<file path="src/rtl/mux_pkg.sv">
// Shared constants and types for the round-robin arbitrating multiplexer.
package mux_pkg;

  localparam int SEL_WIDTH_DEF = 2;
  localparam int DAT_WIDTH_DEF = 8;

  // Select index at the default requester count.
  typedef logic [SEL_WIDTH_DEF-1:0] sel_t;

endpackage : mux_pkg

</file>
<file path="src/rtl/rr_pick.sv">
// Combinational round-robin search: the first requester at or above ptr_i,
// wrapping from N-1 to 0, wins. Returns a one-hot grant and its index.
module rr_pick
  import mux_pkg::*;
#(
  parameter int SEL_WIDTH = SEL_WIDTH_DEF,
  localparam int N = 2 ** SEL_WIDTH
) (
  input  logic [N-1:0]         req_i,
  input  logic [SEL_WIDTH-1:0] ptr_i,
  output logic [N-1:0]         gnt_o,
  output logic [SEL_WIDTH-1:0] idx_o,
  output logic                 any_o
);

  logic [SEL_WIDTH-1:0] cand;

  // Walk the N positions starting at ptr_i; modulo-N wrap falls out of the
  // SEL_WIDTH-bit addition, so no extra cycle or special case is needed.
  always_comb begin
    gnt_o = '0;
    idx_o = '0;
    any_o = 1'b0;
    cand  = '0;
    for (int i = 0; i < N; i++) begin
      cand = ptr_i + SEL_WIDTH'(i);
      if (!any_o && req_i[cand]) begin
        any_o       = 1'b1;
        gnt_o[cand] = 1'b1;
        idx_o       = cand;
      end
    end
  end

endmodule : rr_pick

</file>
<file path="src/rtl/mux_arb_rr.sv">
// Round-robin arbitrating multiplexer with a one-entry registered output.
//
// Handshake: the output word (dat_o, sel_o) is offered while vld_o = 1 and is
// taken on a rising edge where vld_o and rdy_i are both 1. vld_o never drops
// while the word is waiting, and the word is stable until taken. On the input
// side gnt_o[k] = 1 means requester k's word is captured on the next edge;
// a requester keeps req_i/dat_i steady until it sees its grant.
module mux_arb_rr
  import mux_pkg::*;
#(
  parameter int SEL_WIDTH = SEL_WIDTH_DEF,
  parameter int DAT_WIDTH = DAT_WIDTH_DEF,
  localparam int N = 2 ** SEL_WIDTH
) (
  input  logic                        clk_i,
  input  logic                        rst_n_i,
  input  logic [N-1:0]                req_i,
  input  logic [N-1:0][DAT_WIDTH-1:0] dat_i,
  output logic [N-1:0]                gnt_o,
  output logic                        vld_o,
  output logic [DAT_WIDTH-1:0]        dat_o,
  output logic [SEL_WIDTH-1:0]        sel_o,
  input  logic                        rdy_i
);

  logic                 vld_q, vld_d;
  logic [DAT_WIDTH-1:0] dat_q, dat_d;
  logic [SEL_WIDTH-1:0] sel_q, sel_d;
  logic [SEL_WIDTH-1:0] ptr_q, ptr_d;

  logic                 reg_open;
  logic [N-1:0]         pick_gnt;
  logic [SEL_WIDTH-1:0] pick_idx;
  logic                 pick_any;

  rr_pick #(
    .SEL_WIDTH(SEL_WIDTH)
  ) u_pick (
    .req_i(req_i),
    .ptr_i(ptr_q),
    .gnt_o(pick_gnt),
    .idx_o(pick_idx),
    .any_o(pick_any)
  );

  // The register can accept a new word when empty or when its word leaves now.
  assign reg_open = !vld_q || rdy_i;

  // Grant is gated by the register being open; reset forces it low so nothing
  // upstream believes a word was taken while the register is being cleared.
  assign gnt_o = (reg_open && rst_n_i) ? pick_gnt : '0;

  // Next-state: load the winner, drain to empty, or hold while stalled.
  always_comb begin
    vld_d = vld_q;
    dat_d = dat_q;
    sel_d = sel_q;
    ptr_d = ptr_q;
    if (reg_open) begin
      if (pick_any) begin
        vld_d = 1'b1;
        dat_d = dat_i[pick_idx];
        sel_d = pick_idx;
        ptr_d = pick_idx + 1'b1;
      end else begin
        vld_d = 1'b0;
      end
    end
  end

  // Output register and round-robin pointer; reset discards any held word.
  always_ff @(posedge clk_i or negedge rst_n_i) begin
    if (!rst_n_i) begin
      vld_q <= 1'b0;
      dat_q <= '0;
      sel_q <= '0;
      ptr_q <= '0;
    end else begin
      vld_q <= vld_d;
      dat_q <= dat_d;
      sel_q <= sel_d;
      ptr_q <= ptr_d;
    end
  end

  assign vld_o = vld_q;
  assign dat_o = dat_q;
  assign sel_o = sel_q;

endmodule : mux_arb_rr

</file>
<file path="config.mk">
export PLATFORM = sky130hd
export DESIGN_NAME = mux_arb_rr
export DESIGN_NICKNAME = d
export VERILOG_FILES = /design/src/rtl/mux_pkg.sv /design/src/rtl/rr_pick.sv /design/src/rtl/mux_arb_rr.sv
export SDC_FILE = /design/constraint.sdc
export NUM_CORES = 1
export LEC_CHECK = 0
export BUFFER_PORTS_ARGS = -buffer_cell sky130_fd_sc_hd__clkbuf_2
export CAP_MARGIN = 20
export CORE_UTILIZATION = 35
export CTS_CLUSTER_DIAMETER = 150
export DETAILED_ROUTE_END_ITERATION = 12
export PLACE_DENSITY = 0.58
export SYNTH_ARGS = -nofsm -noshare
export SYNTH_HDL_FRONTEND = slang
export SYNTH_SLANG_ARGS = --single-unit
</file>
<file path="constraint.sdc">
create_clock -name clk_i -period 3 [get_ports clk_i]
set_input_delay 0.45 -clock clk_i [delete_from_list [all_inputs] [get_ports clk_i]]
set_output_delay 0.45 -clock clk_i [all_outputs]
set_load 0.01 [all_outputs]
</file>
# Word level (Yosys, flattened, before mapping)
# Index checks and enable logic that the tools add are counted.
word_totals:
  word_cells: 66
  register_bits: 13
  out_inout_bits: 15
  in_bits: 39
op_classes:
  n_bitwise: 3
  muxes: 32
  reduce_logical: 14
  addsub: 4
  order_cmp: 9
op_table:
  columns: ["op", "count"]
  rows:
  - ["$mux W4", 5]
  - ["$bmux W8 S2", 1]
  - ["$lt A2 B3 Y1 const B", 5]
  - ["$mux W1", 13]
  - ["$or A4 B4 Y4", 3]
  - ["$bmux W1 S2", 4]
  - ["$demux W1 S2", 4]
  - ["$ge A2 B1 Y1 const B", 4]
  - ["$logic_and A1 B1 Y1", 8]
  - ["$mux W2", 4]
  - ["$mux W8", 1]
  - ["$add A2 B1 Y2 const B", 2]
  - ["$add A2 B2 Y2 const B", 2]
  - ["$logic_not A1 Y1", 4]
  - ["$reduce_and A2 Y1", 1]
  - ["$logic_or A1 B1 Y1", 1]

# Logic depth before layout (Yosys ltp)
depth:
  ltp_word: 14
  ltp_mapped: 12
  ltp_nobuf: 9

# Hierarchy
# Synthesis repeated with hierarchy kept, for this count alone.
unflattened:
  hier_cells: 90
  hier_area_um2: 1139.8
by_module_without_submodules:
  columns: ["mod", "cells_each", "area_each_um2", "n_inst", "seq_area_each_um2"]
  rows:
  - ["mux_arb_rr", 45, 718.2, 1, 325.3]
  - ["rr_pick", 45, 421.7, 1, 0.0]

# Worst setup path before layout
# No wires, ideal clock.
synth_path:
  path_type: "register to register"
  from: "register ptr_q[0]"
  to: "register dat_q[2], in the netlist dat_o[2]"
  required_ps: 2874
  stages_incl_launch_ff: 13
  setup_ps: 126
  n_path_buf: 3
  synth_period_minus_slack_ps: 2711
  path_slack_ps: 289
  t_arrival_ps: 2585
  path_cell_list: "dfrtp_1 -> buf_6 -> inv_2 -> ha_1 -> clkbuf_1 -> mux4_2 -> nor2b_4 -> o21ai_2 -> o31a_1 -> buf_6 -> mux2i_1 -> nor3_1 -> a221o_1"
synth_via:
  elab_chain_cells: 14
  word_cells_on_any_way: 28
  classes_between: "add/sub: 3; mux: 18; reduce/logical: 7"
synth_lines:
  columns: ["element", "line", "text"]
  rows:
  - ["start: declaration", "mux_arb_rr.sv:29", "logic [SEL_WIDTH-1:0] ptr_q, ptr_d;"]
  - ["start signal: assignment", "mux_arb_rr.sv:82", "ptr_q <= ptr_d;"]
  - ["parallel branches: the longest is 14 deep, another holds $add A2 B1 Y2", null, null]
  - ["end signal: assignment", "mux_arb_rr.sv:80", "dat_q <= dat_d;"]
  - ["end: declaration", "mux_arb_rr.sv:27", "logic [DAT_WIDTH-1:0] dat_q, dat_d;"]
# Several ways; the timed one is not identified. The select of a mux whose other input is x is not followed.
# A chain may end at the register's enable or synchronous reset.

# Worst setup path after layout
layout_path:
  from: "register ptr_q[0]"
  to: "output port gnt_o[3]"
layout_via:
  elab_chain_cells: 13
  word_cells_on_any_way: 48
  classes_between: "add/sub: 3; order compare: 8; mux: 24; bitwise: 3; reduce/logical: 10"
layout_lines:
  columns: ["element", "line", "text"]
  rows:
  - ["parallel branches: the longest is 11 deep, another holds $lt A2 B3 Y1", null, null]
  - ["$mux W4 (*)", "rr_pick.sv:27", "if (!any_o && req_i[cand]) begin"]
  - ["$mux W4 (*)", "mux_arb_rr.sv:51", "assign gnt_o = (reg_open && rst_n_i) ? pick_gnt : '0;"]
  - ["end: declaration", "mux_arb_rr.sv:19", "output logic [N-1:0] gnt_o,"]
# Mark *: on every way between the ends. The select of a mux whose other input is x is not followed.

==> Flow_metrics.wiki <==
{| class="wikitable"
! Metric !! Value
|-
| Outcome || complete, no violations
|-
| Cell accounting for the most synthesized area || sky130_fd_sc_hd__dfrtp_1
|-
| Relative contribution of sequential cells to total power || 0.169
|-
| Post-detailed-routing wire length || between 3 and 4 mm
|-
| Critical Path AT || between 2 and 2.5 ns
|-
| Routed vias || ~1300
|-
| Drt first-iter violations || 123
|-
| Internal power summed over all cells || between 0.0009 and 0.001 W
|-
| Max_cap viols || 0
|-
| Clock Tree Root || sky130_fd_sc_hd__clkbuf_8
|-
| Relative area change from synthesis to final layout || 23.9%
|-
| # nets final || about 250
|-
| Portion of synthesized cell area occupied by the leading cell type || 0.246
|-
| Register-to-Register Setup Slack || around 0.46 ns
|-
| Overall Global Routing Usage || 0.176
|-
| Leakage power total || ~0.80 nW
|-
| Relative contribution of combinational cells to total power || 0.744
|-
| GRT met3 Usage || 0.0199
|-
| Area of the core || 3470 um^2
|-
| Number of buffers on the longest clock path || 2
|-
| Syn_area_per_cell || about 8.6 um^2
|-
| Number of clock buffers inserted by TritonCTS || 3
|-
| Via density per instance || approximately 5.3
|-
| Min cycle time layout || between 2 and 3 ns
|-
| Area of the die || 4020 um^2
|-
| Vertical die dimension || 63.4 um
|-
| Core occupancy in the finished layout || 0.472
|-
| Proportion of layout cells with a drive suffix above 1 || 0.369
|-
| Worst min-delay path category || in -> async
|-
| Pin count of the biggest net entering global routing || 16
|-
| Distinct cell type count of the synthesized netlist || 44
|-
| Nature of the critical path endpoint || output port
|-
| Maximum fanout along the worst path || 8
|-
| Setup repair after global routing missed its margin || no
|-
| Largest voltage drop on the vdd net || ~0.44 mV
|-
| Clock net sink count || 13
|-
| Net load switching power || around 0.00087 W
|-
| Filler cell count || roughly 360
|-
| Post-route antenna net violation count || 0
|-
| Total power divided by cell area || 1090 nW/um^2
|-
| Number of rows in the core area || 21
|-
| Effective utilization at floorplan || 0.381
|-
| Via count of the first global-routing pass || roughly 1300
|-
| Worst Setup Path Type || reg -> out
|-
| Main area contributors after synthesis || sky130_fd_sc_hd__dfrtp_1, sky130_fd_sc_hd__nand2_1, sky130_fd_sc_hd__ha_1, sky130_fd_sc_hd__a22oi_1, sky130_fd_sc_hd__nor2_1
|-
| CTS tree || yes
|-
| Number of I/O pins || 54
|-
| Relative slew slack || 0.503
|-
| Setup Skew || 0.00116 ns
|-
| Most utilized layer in the global route result || met2
|-
| Startpoint class of the critical path || flop
|-
| Switching part of the total || 0.485
|-
| Detailed Routing Iterations Pass 1 || 4
|-
| Origin of the critical flop-to-flop path || ptr_q[0]$_DFFE_PN0P_
|-
| Summed negative setup slack over all endpoints || 0 ns
|-
| Post-CTS sizing || 0
|-
| Total inserted antenna cells || 0
|-
| Number of synthesized register bits || 13
|-
| Global placement routability congestion || roughly 0.83
|-
| Worst Slack Setup Final || between 0.2 and 0.25 ns
|-
| Achievable clock frequency || between 300 and 400 MHz
|-
| CTS HTree Levels || 1
|-
| Port buffer count || 53
|-
| Number of setup buffers added after CTS || 0
|-
| Met2 usage in global routing || 0.279
|-
| Placed wire-length estimate || ~2.7 mm
|-
| First-pass GRT wire length || about 5.7 mm
|-
| Fraction of power consumed by the clock network || 0.086
|-
| Post-Synthesis Cells || roughly 150
|-
| Worst Reg-to-Reg Cells || 10
|-
| Max-slew violation count || 0
|-
| Total setup violations reported at the end of the flow || 0
|-
| Count of unresolved DRC violations after routing || 0
|-
| Width of the die || roughly 63 um
|-
| Endpoints failing hold || 0
|-
| Total Power Consumption || around 0.0018 W
|-
| Synth Net Count || 200
|-
| Hold-fix buffers at CTS || 0
|-
| Yosys warns || 0
|-
| Transition time of the tightest slew-check pin || ~0.75 ns
|-
| Worst slack at placement || about 0.46 ns
|-
| Final routed wire length divided by cell count || around 14 um
|-
| Overflow left after global routing || 0
|-
| Cell Area, Synth || approximately 1300 um^2
|-
| Clock-pin transition on the worst setup and hold timing paths || 0.05 ns
|-
| GR Layer Usage met1 || 0.249
|-
| Ratio of final minimum period to clock period || 0.929
|-
| Worst reg2reg path endpoint || dat_o[2]$_DFFE_PN0P_
|-
| Sequential-to-total area share from yosys stat || 0.246
|-
| Worst Path Required || 2.55 ns
|-
| Antenna violations before repair || 0
|-
| Worst-Skew Late Latency || 0.24 ns
|}
-- layout by cell type (no fill, tap or decap), drive strengths merged, types with 6 or more instances in the layout --
cell type | netlist | routed
a21oi | 7 | 7
a22oi | 11 | 11
a311oi | 6 | 6
and3 | 6 | 6
clkbuf | 2 | 57
dfrtp | 13 | 13
ha | 7 | 7
nand2 | 30 | 30
nor2 | 21 | 21
-- worst max path at each step --
stage,from,to,slack (ns),depth (start not counted)
2_1_floorplan,ptr_q[0]$_DFFE_PN0P_,dat_o[2]$_DFFE_PN0P_,0.29,12
3_3_place_gp,ptr_q[0]$_DFFE_PN0P_,gnt_o[2],0.51,7
3_5_place_dp,ptr_q[0]$_DFFE_PN0P_,gnt_o[3],0.46,8
4_1_cts,ptr_q[0]$_DFFE_PN0P_,gnt_o[3],0.19,8
5_1_grt,ptr_q[0]$_DFFE_PN0P_,gnt_o[2],0.004,8
6_report,ptr_q[0]$_DFFE_PN0P_,gnt_o[3],0.21,8
-- cell families after synthesis --
kind of cell / share of synthesized area
XOR/XNOR: 0.00663
multiplexers: 0.0786
buffers and inverters: 0.0767
flip-flops: 0.246
adder cells (fa/ha/maj): 0.0663
AO/OA/AOI/OAI: 0.262
AND/OR/NAND/NOR: 0.263
-- cell type report --
type	instances	area [um^2]	share of cell area
Tap cell	46	57.6	0.0352
Inverter	3	11.3	0.00688
Multi-Input combinational cell	128	895	0.547
Sequential cell	13	325	0.199
Timing Repair Buffer	58	303	0.185
Clock buffer	4	45.0	0.0275
-- power groups by stage --
| stage | Clock, W | Sequential [W] | Combinational (W) |
|---|---|---|---|
| CTS | 0.000158 | 0.000304 | 0.00133 |
| global route | 0.000165 | 0.000313 | 0.00148 |
| detailed placement | 0 | 0.000305 | 0.00133 |
| finish | 0.000154 | 0.000303 | 0.00133 |
| global placement | 0 | 0.000303 | 0.00130 |
| floorplan | 0 | 0.000349 | 0.00101 |
-- routing by layer --
| metal | wire (um) | vias to the layer above |
|---|---|---|
| met5 | 0 | - |
| li1 | - | 671 |
| met3 | 173 | 2 |
| met4 | 13 | 0 |
| met2 | 1610 | 38 |
| met1 | 1630 | 631 |
-- metrics by stage --
stage,hold WS (ns),area (um^2),cells
6_report,0.104,1640,252
5_1_grt,0.129,1640,252
4_1_cts,0.113,1640,252
3_5_place_dp,0.369,1590,248
3_3_place_gp,0.372,1590,248
2_1_floorplan,0.154,1320,154
-- flip-flops by register name, summed over array words and instances, names as in the netlist --
register / flops
sel_o: 2
ptr_q: 2
dat_o: 8
vld_o: 1
-- cell usage after synthesis (all sizes together) --
library cell / number
a31oi: 1
ha: 7
o22ai: 1
o31a: 1
a21oi: 7
and2b: 1
a311oi: 6
buf: 8
nor2: 21
a221o: 1
nor4: 1
and2: 2
dfrtp: 13
a31o: 1
a22oi: 11
inv: 3
clkbuf: 2
xnor2: 1
nand2: 30
o21ai: 5
nor2b: 3
a211oi: 1
o31ai: 1
mux2i: 1
and3: 6
o32ai: 1
nor3: 4
mux4: 4
a221oi: 4
nand2b: 2
a21o: 4
-- worst max-delay path: stages, from the launching register on --
cell and delay, ns:
sky130_fd_sc_hd__dfrtp_1 0.35, sky130_fd_sc_hd__inv_2 0.08, sky130_fd_sc_hd__ha_1 0.43, sky130_fd_sc_hd__mux4_2 0.45, sky130_fd_sc_hd__nor3_2 0.20, sky130_fd_sc_hd__and2_1 0.23, sky130_fd_sc_hd__a221oi_1 0.09, sky130_fd_sc_hd__nor2_1 0.11
sky130_fd_sc_hd__clkbuf_2 0.14
Power figures use the tool's default switching activity.
